$ cat src/rtl/fetch_queue_if.sv
// Fetch front-end bundle: memory request/response, decode output, redirect and error flag.
// master is the fetch_queue side; slave is the memory/decode/branch environment.
interface fetch_queue_if #(
    parameter int unsigned XLEN = 32,
    parameter int unsigned ILEN = 32
);
    logic            req_valid;
    logic            req_ready;
    logic [XLEN-1:0] req_addr;
    logic            rsp_valid;
    logic [ILEN-1:0] rsp_data;
    logic            out_valid;
    logic            out_ready;
    logic [XLEN-1:0] out_pc;
    logic [ILEN-1:0] out_ins;
    logic            redirect_valid;
    logic [XLEN-1:0] redirect_pc;
    logic            proto_err;

    modport master (
        output req_valid, req_addr, out_valid, out_pc, out_ins, proto_err,
        input  req_ready, rsp_valid, rsp_data, out_ready, redirect_valid, redirect_pc
    );

    modport slave (
        input  req_valid, req_addr, out_valid, out_pc, out_ins, proto_err,
        output req_ready, rsp_valid, rsp_data, out_ready, redirect_valid, redirect_pc
    );
endinterface

$ cat src/rtl/fetch_queue.sv
// Instruction fetch front end: sequential PC requests, in-flight credit tracking,
// DEPTH-entry {pc, instruction} FIFO towards decode, redirect flush with stale-response drop.
module fetch_queue #(
    parameter int unsigned      XLEN     = 32,
    parameter int unsigned      ILEN     = 32,
    parameter int unsigned      DEPTH    = 4,
    parameter logic [XLEN-1:0]  RESET_PC = '0
) (
    input logic           clock,
    input logic           reset,
    fetch_queue_if.master bus
);
    localparam int unsigned CW = $clog2(DEPTH + 1);
    localparam int unsigned PW = $clog2(DEPTH);
    localparam logic [CW:0] DEPTH_W = (CW + 1)'(DEPTH);

    logic [XLEN-1:0] fetch_pc_q, fetch_pc_d;
    logic [XLEN-1:0] rsp_pc_q, rsp_pc_d;
    logic [CW-1:0]   occ_q, occ_d;
    logic [CW-1:0]   inflight_q, inflight_d;
    logic [CW-1:0]   drop_q, drop_d;
    logic [PW-1:0]   wr_ptr_q, wr_ptr_d;
    logic [PW-1:0]   rd_ptr_q, rd_ptr_d;
    logic            proto_err_q, proto_err_d;

    logic [XLEN-1:0] pc_mem  [DEPTH];
    logic [ILEN-1:0] ins_mem [DEPTH];

    logic [CW:0]     credit_used;
    logic            req_fire;
    logic            rsp_take;
    logic            push;
    logic            pop;
    logic [XLEN-1:0] redirect_pc_al;

    // A request is only issued when its eventual response is guaranteed a FIFO slot.
    assign credit_used    = {1'b0, occ_q} + {1'b0, inflight_q};
    assign bus.req_valid  = !reset && !bus.redirect_valid && (credit_used < DEPTH_W);
    assign bus.req_addr   = fetch_pc_q;
    assign req_fire       = bus.req_valid && bus.req_ready;

    assign rsp_take       = bus.rsp_valid && (inflight_q != '0);
    assign push           = rsp_take && (drop_q == '0) && !bus.redirect_valid;
    assign pop            = bus.out_valid && bus.out_ready && !bus.redirect_valid;
    assign redirect_pc_al = {bus.redirect_pc[XLEN-1:2], 2'b00};

    assign bus.out_valid  = (occ_q != '0);
    assign bus.out_pc     = pc_mem[rd_ptr_q];
    assign bus.out_ins    = ins_mem[rd_ptr_q];
    assign bus.proto_err  = proto_err_q;

    always_comb begin
        fetch_pc_d  = fetch_pc_q;
        rsp_pc_d    = rsp_pc_q;
        occ_d       = occ_q;
        drop_d      = drop_q;
        wr_ptr_d    = wr_ptr_q;
        rd_ptr_d    = rd_ptr_q;
        inflight_d  = inflight_q + CW'(req_fire) - CW'(rsp_take);
        proto_err_d = proto_err_q | (bus.rsp_valid && (inflight_q == '0));

        if (bus.redirect_valid) begin
            // Everything still in flight belongs to the old stream, except a response
            // landing this very cycle, which is discarded right here.
            fetch_pc_d = redirect_pc_al;
            rsp_pc_d   = redirect_pc_al;
            occ_d      = '0;
            wr_ptr_d   = '0;
            rd_ptr_d   = '0;
            drop_d     = inflight_q - CW'(rsp_take);
        end else begin
            if (req_fire) begin
                fetch_pc_d = fetch_pc_q + XLEN'(4);
            end
            if (rsp_take && (drop_q != '0)) begin
                drop_d = drop_q - CW'(1);
            end
            if (push) begin
                rsp_pc_d = rsp_pc_q + XLEN'(4);
                wr_ptr_d = wr_ptr_q + PW'(1);
            end
            if (pop) begin
                rd_ptr_d = rd_ptr_q + PW'(1);
            end
            occ_d = occ_q + CW'(push) - CW'(pop);
        end
    end

    always_ff @(posedge clock) begin
        if (reset) begin
            fetch_pc_q  <= RESET_PC;
            rsp_pc_q    <= RESET_PC;
            occ_q       <= '0;
            inflight_q  <= '0;
            drop_q      <= '0;
            wr_ptr_q    <= '0;
            rd_ptr_q    <= '0;
            proto_err_q <= 1'b0;
        end else begin
            fetch_pc_q  <= fetch_pc_d;
            rsp_pc_q    <= rsp_pc_d;
            occ_q       <= occ_d;
            inflight_q  <= inflight_d;
            drop_q      <= drop_d;
            wr_ptr_q    <= wr_ptr_d;
            rd_ptr_q    <= rd_ptr_d;
            proto_err_q <= proto_err_d;
        end
    end

    // Storage needs no reset: entries are only observed once occupancy covers them.
    always_ff @(posedge clock) begin
        if (push) begin
            pc_mem[wr_ptr_q]  <= rsp_pc_q;
            ins_mem[wr_ptr_q] <= bus.rsp_data;
        end
    end
endmodule

$ cat src/flat_wrapper.sv
// flat-port wrapper written by rule: the top's interface ports become plain ports
module fetch_queue_flat 
#(
    parameter int unsigned      XLEN     = 32,
    parameter int unsigned      ILEN     = 32,
    parameter int unsigned      DEPTH    = 4,
    parameter logic [XLEN-1:0]  RESET_PC = '0
)
  (clock, reset, bus_req_valid, bus_req_addr, bus_out_valid, bus_out_pc, bus_out_ins, bus_proto_err, bus_req_ready, bus_rsp_valid, bus_rsp_data, bus_out_ready, bus_redirect_valid, bus_redirect_pc);
  fetch_queue_if #(.XLEN(XLEN), .ILEN(ILEN)) bus_i ();
  input logic clock;
  input logic reset;
  output wire logic [$bits(bus_i.req_valid)-1:0] bus_req_valid;
  output wire logic [$bits(bus_i.req_addr)-1:0] bus_req_addr;
  output wire logic [$bits(bus_i.out_valid)-1:0] bus_out_valid;
  output wire logic [$bits(bus_i.out_pc)-1:0] bus_out_pc;
  output wire logic [$bits(bus_i.out_ins)-1:0] bus_out_ins;
  output wire logic [$bits(bus_i.proto_err)-1:0] bus_proto_err;
  input wire logic [$bits(bus_i.req_ready)-1:0] bus_req_ready;
  input wire logic [$bits(bus_i.rsp_valid)-1:0] bus_rsp_valid;
  input wire logic [$bits(bus_i.rsp_data)-1:0] bus_rsp_data;
  input wire logic [$bits(bus_i.out_ready)-1:0] bus_out_ready;
  input wire logic [$bits(bus_i.redirect_valid)-1:0] bus_redirect_valid;
  input wire logic [$bits(bus_i.redirect_pc)-1:0] bus_redirect_pc;
  assign bus_req_valid = bus_i.req_valid;
  assign bus_req_addr = bus_i.req_addr;
  assign bus_out_valid = bus_i.out_valid;
  assign bus_out_pc = bus_i.out_pc;
  assign bus_out_ins = bus_i.out_ins;
  assign bus_proto_err = bus_i.proto_err;
  assign bus_i.req_ready = bus_req_ready;
  assign bus_i.rsp_valid = bus_rsp_valid;
  assign bus_i.rsp_data = bus_rsp_data;
  assign bus_i.out_ready = bus_out_ready;
  assign bus_i.redirect_valid = bus_redirect_valid;
  assign bus_i.redirect_pc = bus_redirect_pc;
  fetch_queue #(.XLEN(XLEN), .ILEN(ILEN), .DEPTH(DEPTH), .RESET_PC(RESET_PC)) u_core (.clock(clock), .reset(reset), .bus(bus_i));
endmodule
$ cat config.mk
export PLATFORM = sky130hd
export DESIGN_NAME = fetch_queue_flat
export DESIGN_NICKNAME = d
export VERILOG_FILES = /design/src/rtl/fetch_queue_if.sv /design/src/rtl/fetch_queue.sv /design/src/flat_wrapper.sv
export SDC_FILE = /design/constraint.sdc
export NUM_CORES = 1
export LEC_CHECK = 0
export ABC_AREA = 1
export BUFFER_PORTS_ARGS = -buffer_cell sky130_fd_sc_hd__clkbuf_2
export CORE_UTILIZATION = 40
export CTS_CLUSTER_SIZE = 16
export DETAILED_ROUTE_END_ITERATION = 10
export PLACE_DENSITY = 0.66
export SLEW_MARGIN = 0
export SYNTH_ARGS = -nofsm -noshare
export SYNTH_HDL_FRONTEND = slang
export SYNTH_SLANG_ARGS = --single-unit
export TNS_END_PERCENT = 30
$ cat constraint.sdc
create_clock -name clock -period 5.34 [get_ports clock]
set_input_delay 0.534 -clock clock [delete_from_list [all_inputs] [get_ports clock]]
set_output_delay 0.534 -clock clock [all_outputs]
set_load 0.1 [all_outputs]
==> impl_metrics.json, run 1 <==
{
  "drt_iter0_drc": 712,
  "avgSynthCellArea_sq_um": 10.01,
  "dieArea_sq_um": 36280,
  "path_cells": "clkinv_2 > buf_4 > o21ai_0 > o22ai_1 > clkbuf_2",
  "cp.arrival_ps": 3390,
  "vdd_drop_max_mv": 0.2356,
  "cts_tree": "done",
  "setup_viol": 0,
  "tns_ps": 0,
  "io_buffers": 162,
  "clk_path_buf_depth": 3,
  "grt_util_met1": 0.2599,
  "syn_area_sq_um": 14210,
  "worstHoldPathCells": 1,
  "syn_to_final_growth_pct": 16.05,
  "ctsResizeCount": 0,
  "fin_skew_ps": 17.30,
  "crit_buf_inv": 3,
  "grt-busiest-layer": "met2",
  "fin_crit_sh": 0.7353,
  "via_per_inst": 5.220,
  "power_leakage_uw": 0.006221,
  "powerDensity_nw_per_um2": 382.3,
  "max_stage_delay_ps": 800,
  "ant_nets": 0,
  "grt_pass1_wl_mm": 53.44,
  "core_area_sq_um": 34710,
  "cts.sinks": 324,
  "ys.flop_type": "edfxtp_1",
  "path_clk_slew_ps": 60,
  "fin_cells": 2046,
  "syn_inst": 1419,
  "wire_per_inst_microns": 16.68,
  "grt_setup_unrepaired": "no",
  "synth_cell_types": 42,
  "cts_made_buffers": 36,
  "antenna_found_initial": 0,
  "outcome": "finished clean",
  "finalHoldViolations": 0,
  "grt-ovfl-total": 0,
  "maxSlewViolCount": 0,
  "synth-edff-count": 248,
  "core.rowCount": 68,
  "fmax_ghz": 0.2547,
  "boundaryPins": 169,
  "die_height_microns": 190.5,
  "gp_congestion": 0.8830,
  "crit_type": "register to output pin",
  "grt_usage": 0.1871,
  "n_fill_cell": 3264,
  "cp.required_ps": 4810,
  "period_needed_ps": 3926,
  "wl_mm": 34.14,
  "worst_pin_slew_ps": 948.3,
  "ctsHtreeMaxLevel": 2,
  "cp_top_family": "buffers and inverters",
  "die_width_microns": 190.5,
  "cts_root_buf": "clkbuf_16",
  "dp.cells": 1983,
  "crit_slowest_cell": "clkinv_2",
  "total_power_uw": 6304,
  "grt_pass1_vias": 10021,
  "clk_latency_ps": 520,
  "cts_hold_buf": 0,
  "nNetsFinal": 1654,
  "drive_gt1_frac": 0.1653,
  "async_flop_share": 0,
  "first_pass_iters": 5,
  "maxCapViolCount": 0,
  "yosysWarnings": 0,
  "multi_input_area_sq_um": 4531,
  "grt_max_degree": 77,
  "post_cts_buffers": 0,
  "hpwlAfterDp_mm": 21.38,
  "ys_ff_latch": 324,
  "hp-class": "input pin to register",
  "start_util": 0.4093,
  "drc": 0,
  "path_max_fanout": 65,
  "cp.depth": 5,
  "seqCellArea_sq_um": 8974,
  "met3_usage": 0.03460,
  "worstSetupStartpointType": "register",
  "relSlewSlack": 0.3678,
  "endpoint_kind": "output pin",
  "worstRegToRegCells": 9,
  "seq_area_frac_synth": 0.6313,
  "antennaDiodeCount": 0,
  "grt_util_met2": 0.3020,
  "dr_total_vias": 10681
}
-- cell type report --
| cell class | count | area share |
|---|---|---|
| Timing Repair Buffer | 172 | 0.05449 |
| Multi-Input combinational cell | 925 | 0.2748 |
| Clock inverter | 17 | 0.008120 |
| Tap cell | 455 | 0.03453 |
| Sequential cell | 324 | 0.5443 |
| Inverter | 107 | 0.02504 |
| Clock buffer | 46 | 0.05874 |
-- final timing paths --
kind                            slack [ps]                               to                             from
worst max-delay path                  1410                   bus_out_pc[23]                         register
worst min-delay path                   230   u_core.ins_mem[2][0]$_DFFE_PP_                  bus_rsp_data[0]
worst max register to register        2620    u_core.pc_mem[2][7]$_DFFE_PP_    u_core.drop_q[0]$_SDFFE_PP0P_
worst min register to register         450  u_core.bus.proto_err$_SDFF_PP0_  u_core.bus.proto_err$_SDFF_PP0_
-- synthesized netlist by cell type, drive strengths merged (2+ instances only) --
master	n	area share
fa	2	0.0028
a31oi	7	0.0031
nand2	239	0.066
buf	24	0.013
nand3	85	0.030
a21oi	58	0.020
nand3b	3	0.0016
xnor2	8	0.0049
or2	5	0.0022
clkbuf	42	0.011
clkinv	2	0.0012
o21ai	164	0.058
nor2	248	0.071
dfxtp	76	0.11
a21o	2	0.0011
inv	105	0.028
o211ai	2	0.0014
o22ai	63	0.028
edfxtp	248	0.52
ha	16	0.014
xor2	12	0.0074
-- cells in the final DEF (no fill, tap or decap), drive strengths merged, types with 2 or more instances in the layout --
master / count
nand2: 239
nor2: 248
clkbuf: 208
edfxtp: 248
a21oi: 58
nand3b: 3
fa: 2
conb: 4
ha: 16
o21ai: 164
or2: 5
clkinv: 16
inv: 106
dfxtp: 76
nand3: 85
buf: 10
xor2: 12
o211ai: 2
a31oi: 7
o22ai: 63
xnor2: 8
a21o: 2
-- kinds of logic (layout without fill, tap and decap cells) --
kind of cell               count (synthesis)  in the layout  synth area share
AOI/OAI and AO/OA                        300            300            0.1145
adders and majority gates                 18             18           0.01691
and+or+nand+nor                          583            583            0.1720
xor gates and xnor gates                  20             20           0.01233
DFF                                      324            324            0.6313
other                                      1              4         0.0002639
buffers and inverters                    173            342           0.05275
-- registers in the layout, indices dropped and copies added (netlist names), named ones only --
name,flops
u_core.bus.proto_err,1
u_core.occ_q,3
u_core.inflight_q,3
u_core.pc_mem,120
u_core.drop_q,3
u_core.ins_mem,128
u_core.bus.req_addr,30
u_core.rsp_pc_q,30
u_core.rd_ptr_q,2
u_core.wr_ptr_q,2
-- metrics by stage --
step,hold slack [ps],instance area [sq um],setup slack (ps),util
floorplan,436.4,14220,1187,-
global placement,442.9,15380,1839,0.4432
detailed placement,443.5,15380,1819,0.4432
CTS,211.8,16490,1351,0.4750
global route,224.0,16490,1127,0.4750
finish,228.6,16490,1414,0.4750
-- per-layer routing --
layer | vias to the layer above | share of wire
met4 | 0 | 0.017
met5 | - | 0
met1 | 5035 | 0.44
met3 | 61 | 0.082
met2 | 410 | 0.46
li1 | 5175 | -
-- power by group --
part | internal [uW] | leakage, uW | switching [uW]
sequential | 2840 | 0.00288 | 107
clock | 1340 | 0.000539 | 971
combinational | 196 | 0.00280 | 847
No activity file was read; power rests on OpenSTA's default activity.
==> run 2, diff against run 1 <==
--- a/config.mk
+++ b/config.mk
@@ -10,7 +10,7 @@
 export CORE_UTILIZATION = 40
 export CTS_CLUSTER_SIZE = 16
 export DETAILED_ROUTE_END_ITERATION = 10
-export PLACE_DENSITY = 0.66
+export PLACE_DENSITY = 0.69
 export SLEW_MARGIN = 0
 export SYNTH_ARGS = -nofsm -noshare
 export SYNTH_HDL_FRONTEND = slang
==> constraint.sdc (replaced) <==
create_clock -name clock -period 3.59 [get_ports clock]
set_input_delay 0.359 -clock clock [delete_from_list [all_inputs] [get_ports clock]]
set_output_delay 0.359 -clock clock [all_outputs]
set_load 0.1 [all_outputs]
==> run 2 against run 1 <==
Sequential power is 49% higher; global-route usage is 0.078 points higher; largest cell class unchanged; clock power is 51% higher; hold slack worse by 170 ps.
==> impl_metrics.json, run 2 (synthesis gave the netlist of run 1 again) <==
{
  "powerDensity_nw_per_um2": 568.8,
  "syn_to_final_growth_pct": 16.69,
  "r2r-start": "u_core.occ_q[1]$_SDFF_PP0_",
  "path_clk_slew_ps": 60,
  "outcome": "finished clean",
  "grt_pass1_wl_mm": 53.55,
  "post_cts_buffers": 0,
  "cts_tree": "done",
  "cts_hold_buf": 0,
  "path_max_fanout": 42,
  "clk_latency_ps": 520,
  "grt_usage": 0.1879,
  "grt_pass1_vias": 10142,
  "grt_max_degree": 81,
  "cp.required_ps": 3230,
  "top_regs": "u_core.ins_mem x128, u_core.pc_mem x120",
  "ant_nets": 0,
  "first_pass_iters": 5,
  "vdd_drop_max_mv": 0.3365,
  "clk_path_buf_depth": 3,
  "wire_per_inst_microns": 16.77,
  "wl_met3_mm": 2.457,
  "period_needed_ps": 2924,
  "largest-register": "u_core.ins_mem",
  "fin_ws_ps": 666.3,
  "p_seq_frac": 0.465,
  "endpoint_kind": "output pin",
  "io_buffers": 162,
  "hp-class": "input pin to register",
  "dp_slack_ps": 1124,
  "swShare": 0.3016,
  "maxCapViolCount": 0,
  "ctsHtreeMaxLevel": 2,
  "via_per_inst": 5.227,
  "dieArea_sq_um": 36280,
  "antenna_found_initial": 0,
  "p_clk_frac": 0.369,
  "worstRegToRegCells": 10,
  "largest_register_ffs": 128,
  "nNetsFinal": 1656,
  "final_common_cell": "edfxtp_1",
  "wl_met1_mm": 15.53,
  "mostFrequentLayoutCells": "edfxtp_1, nor2_1, nand2_1",
  "fmax_ghz": 0.3420,
  "worstSetupStartpointType": "register",
  "combPwrFrac": 0.166,
  "core_area_sq_um": 34710,
  "boundaryPins": 169,
  "hpwlAfterDp_mm": 21.40,
  "maxUsedRoutingLayer": "met4",
  "drt_iter0_drc": 717,
  "dr_total_vias": 10700,
  "tns_ps": 0,
  "worstHoldPathCells": 1,
  "p_sw_uw": 2844,
  "finalHoldViolations": 0,
  "placed_area_sq_um": 15470,
  "core.rowCount": 68,
  "wl_mm": 34.33,
  "power_leakage_uw": 0.006259,
  "drc": 0,
  "die_height_microns": 190.5,
  "reg2reg_to": "u_core.inflight_q[2]$_SDFF_PP0_",
  "gp_congestion": 0.8929,
  "crit_type": "register to output pin",
  "die_width_microns": 190.5,
  "grt-ovfl-total": 0,
  "cts.sinks": 324,
  "start_util": 0.4093,
  "reg2reg_slack_ps": 1110,
  "p_int_uw": 6585,
  "cp.arrival_ps": 2560,
  "cts_made_buffers": 35,
  "total_power_uw": 9429,
  "fin_crit_sh": 0.8144,
  "dr_wl_met2_mm": 15.78,
  "min_from": "bus_rsp_data[2]",
  "fin_skew_ps": 15.99,
  "grt_setup_unrepaired": "no",
  "hold_end": "u_core.ins_mem[2][2]$_DFFE_PP_",
  "setup_viol": 0,
  "cts_root_buf": "clkbuf_16",
  "worst_pin_slew_ps": 809.4,
  "antennaDiodeCount": 0,
  "stdcell_area_sq_um": 16580,
  "maxSlewViolCount": 0,
  "relSlewSlack": 0.4604,
  "drive_gt1_frac": 0.1671,
  "ctsResizeCount": 0
}
-- run 2: worst max-delay path by stage --
stage / to / cells after the start
after CTS: bus_out_pc[14] / 5
after detailed placement: u_core.inflight_q[2]$_SDFF_PP0_ / 10
final: bus_out_pc[14] / 5
after floorplan: u_core.ins_mem[0][0]$_DFFE_PP_ / 8
after global routing: bus_out_pc[12] / 5
after global placement: u_core.inflight_q[2]$_SDFF_PP0_ / 10
-- run 2: power groups by stage --
| stage | sequential (uW) | clock [uW] | combinational [uW] |
|---|---|---|---|
| finish | 4390 | 3480 | 1560 |
| global route | 4410 | 3680 | 1670 |
| CTS | 4380 | 3540 | 1570 |
| detailed placement | 4460 | 0 | 1570 |
| global placement | 4450 | 0 | 1550 |
| floorplan | 4610 | 0 | 1080 |
-- run 2: layout make-up --
cell class                 count  area, sq um
fill                        3196        18130
timing repair buffer         175        983.4
sequential                   324         8974
inverter                     107        412.9
clock inverter                16        175.2
clock buffer                  45        933.4
multi-input combinational    925         4531
tap                          455        569.3
-- run 2: worst max-delay path, stage by stage, from the launching register on --
cell and delay, ps:
dfxtp_2 320, inv_1 570, buf_12 310, o21ai_0 140, o22ai_1 160, clkbuf_2 530
-- run 2: stage by stage --
step                instances  utilization  hold slack [ps]
global placement         1986       0.4456            446.3
finish                   2047       0.4776            57.09
CTS                      2047       0.4776            39.32
global route             2047       0.4776            48.63
floorplan                1422            -            436.4
detailed placement       1986       0.4456            446.5
-- run 2: metal layers --
| metal | vias to the layer above | track usage |
|---|---|---|
| met5 | - | 0 |
| met2 | 404 | 0.3036 |
| met1 | 5077 | 0.2628 |
| met4 | 0 | 0.04923 |
| met3 | 42 | 0.02926 |
| li1 | 5177 | - |
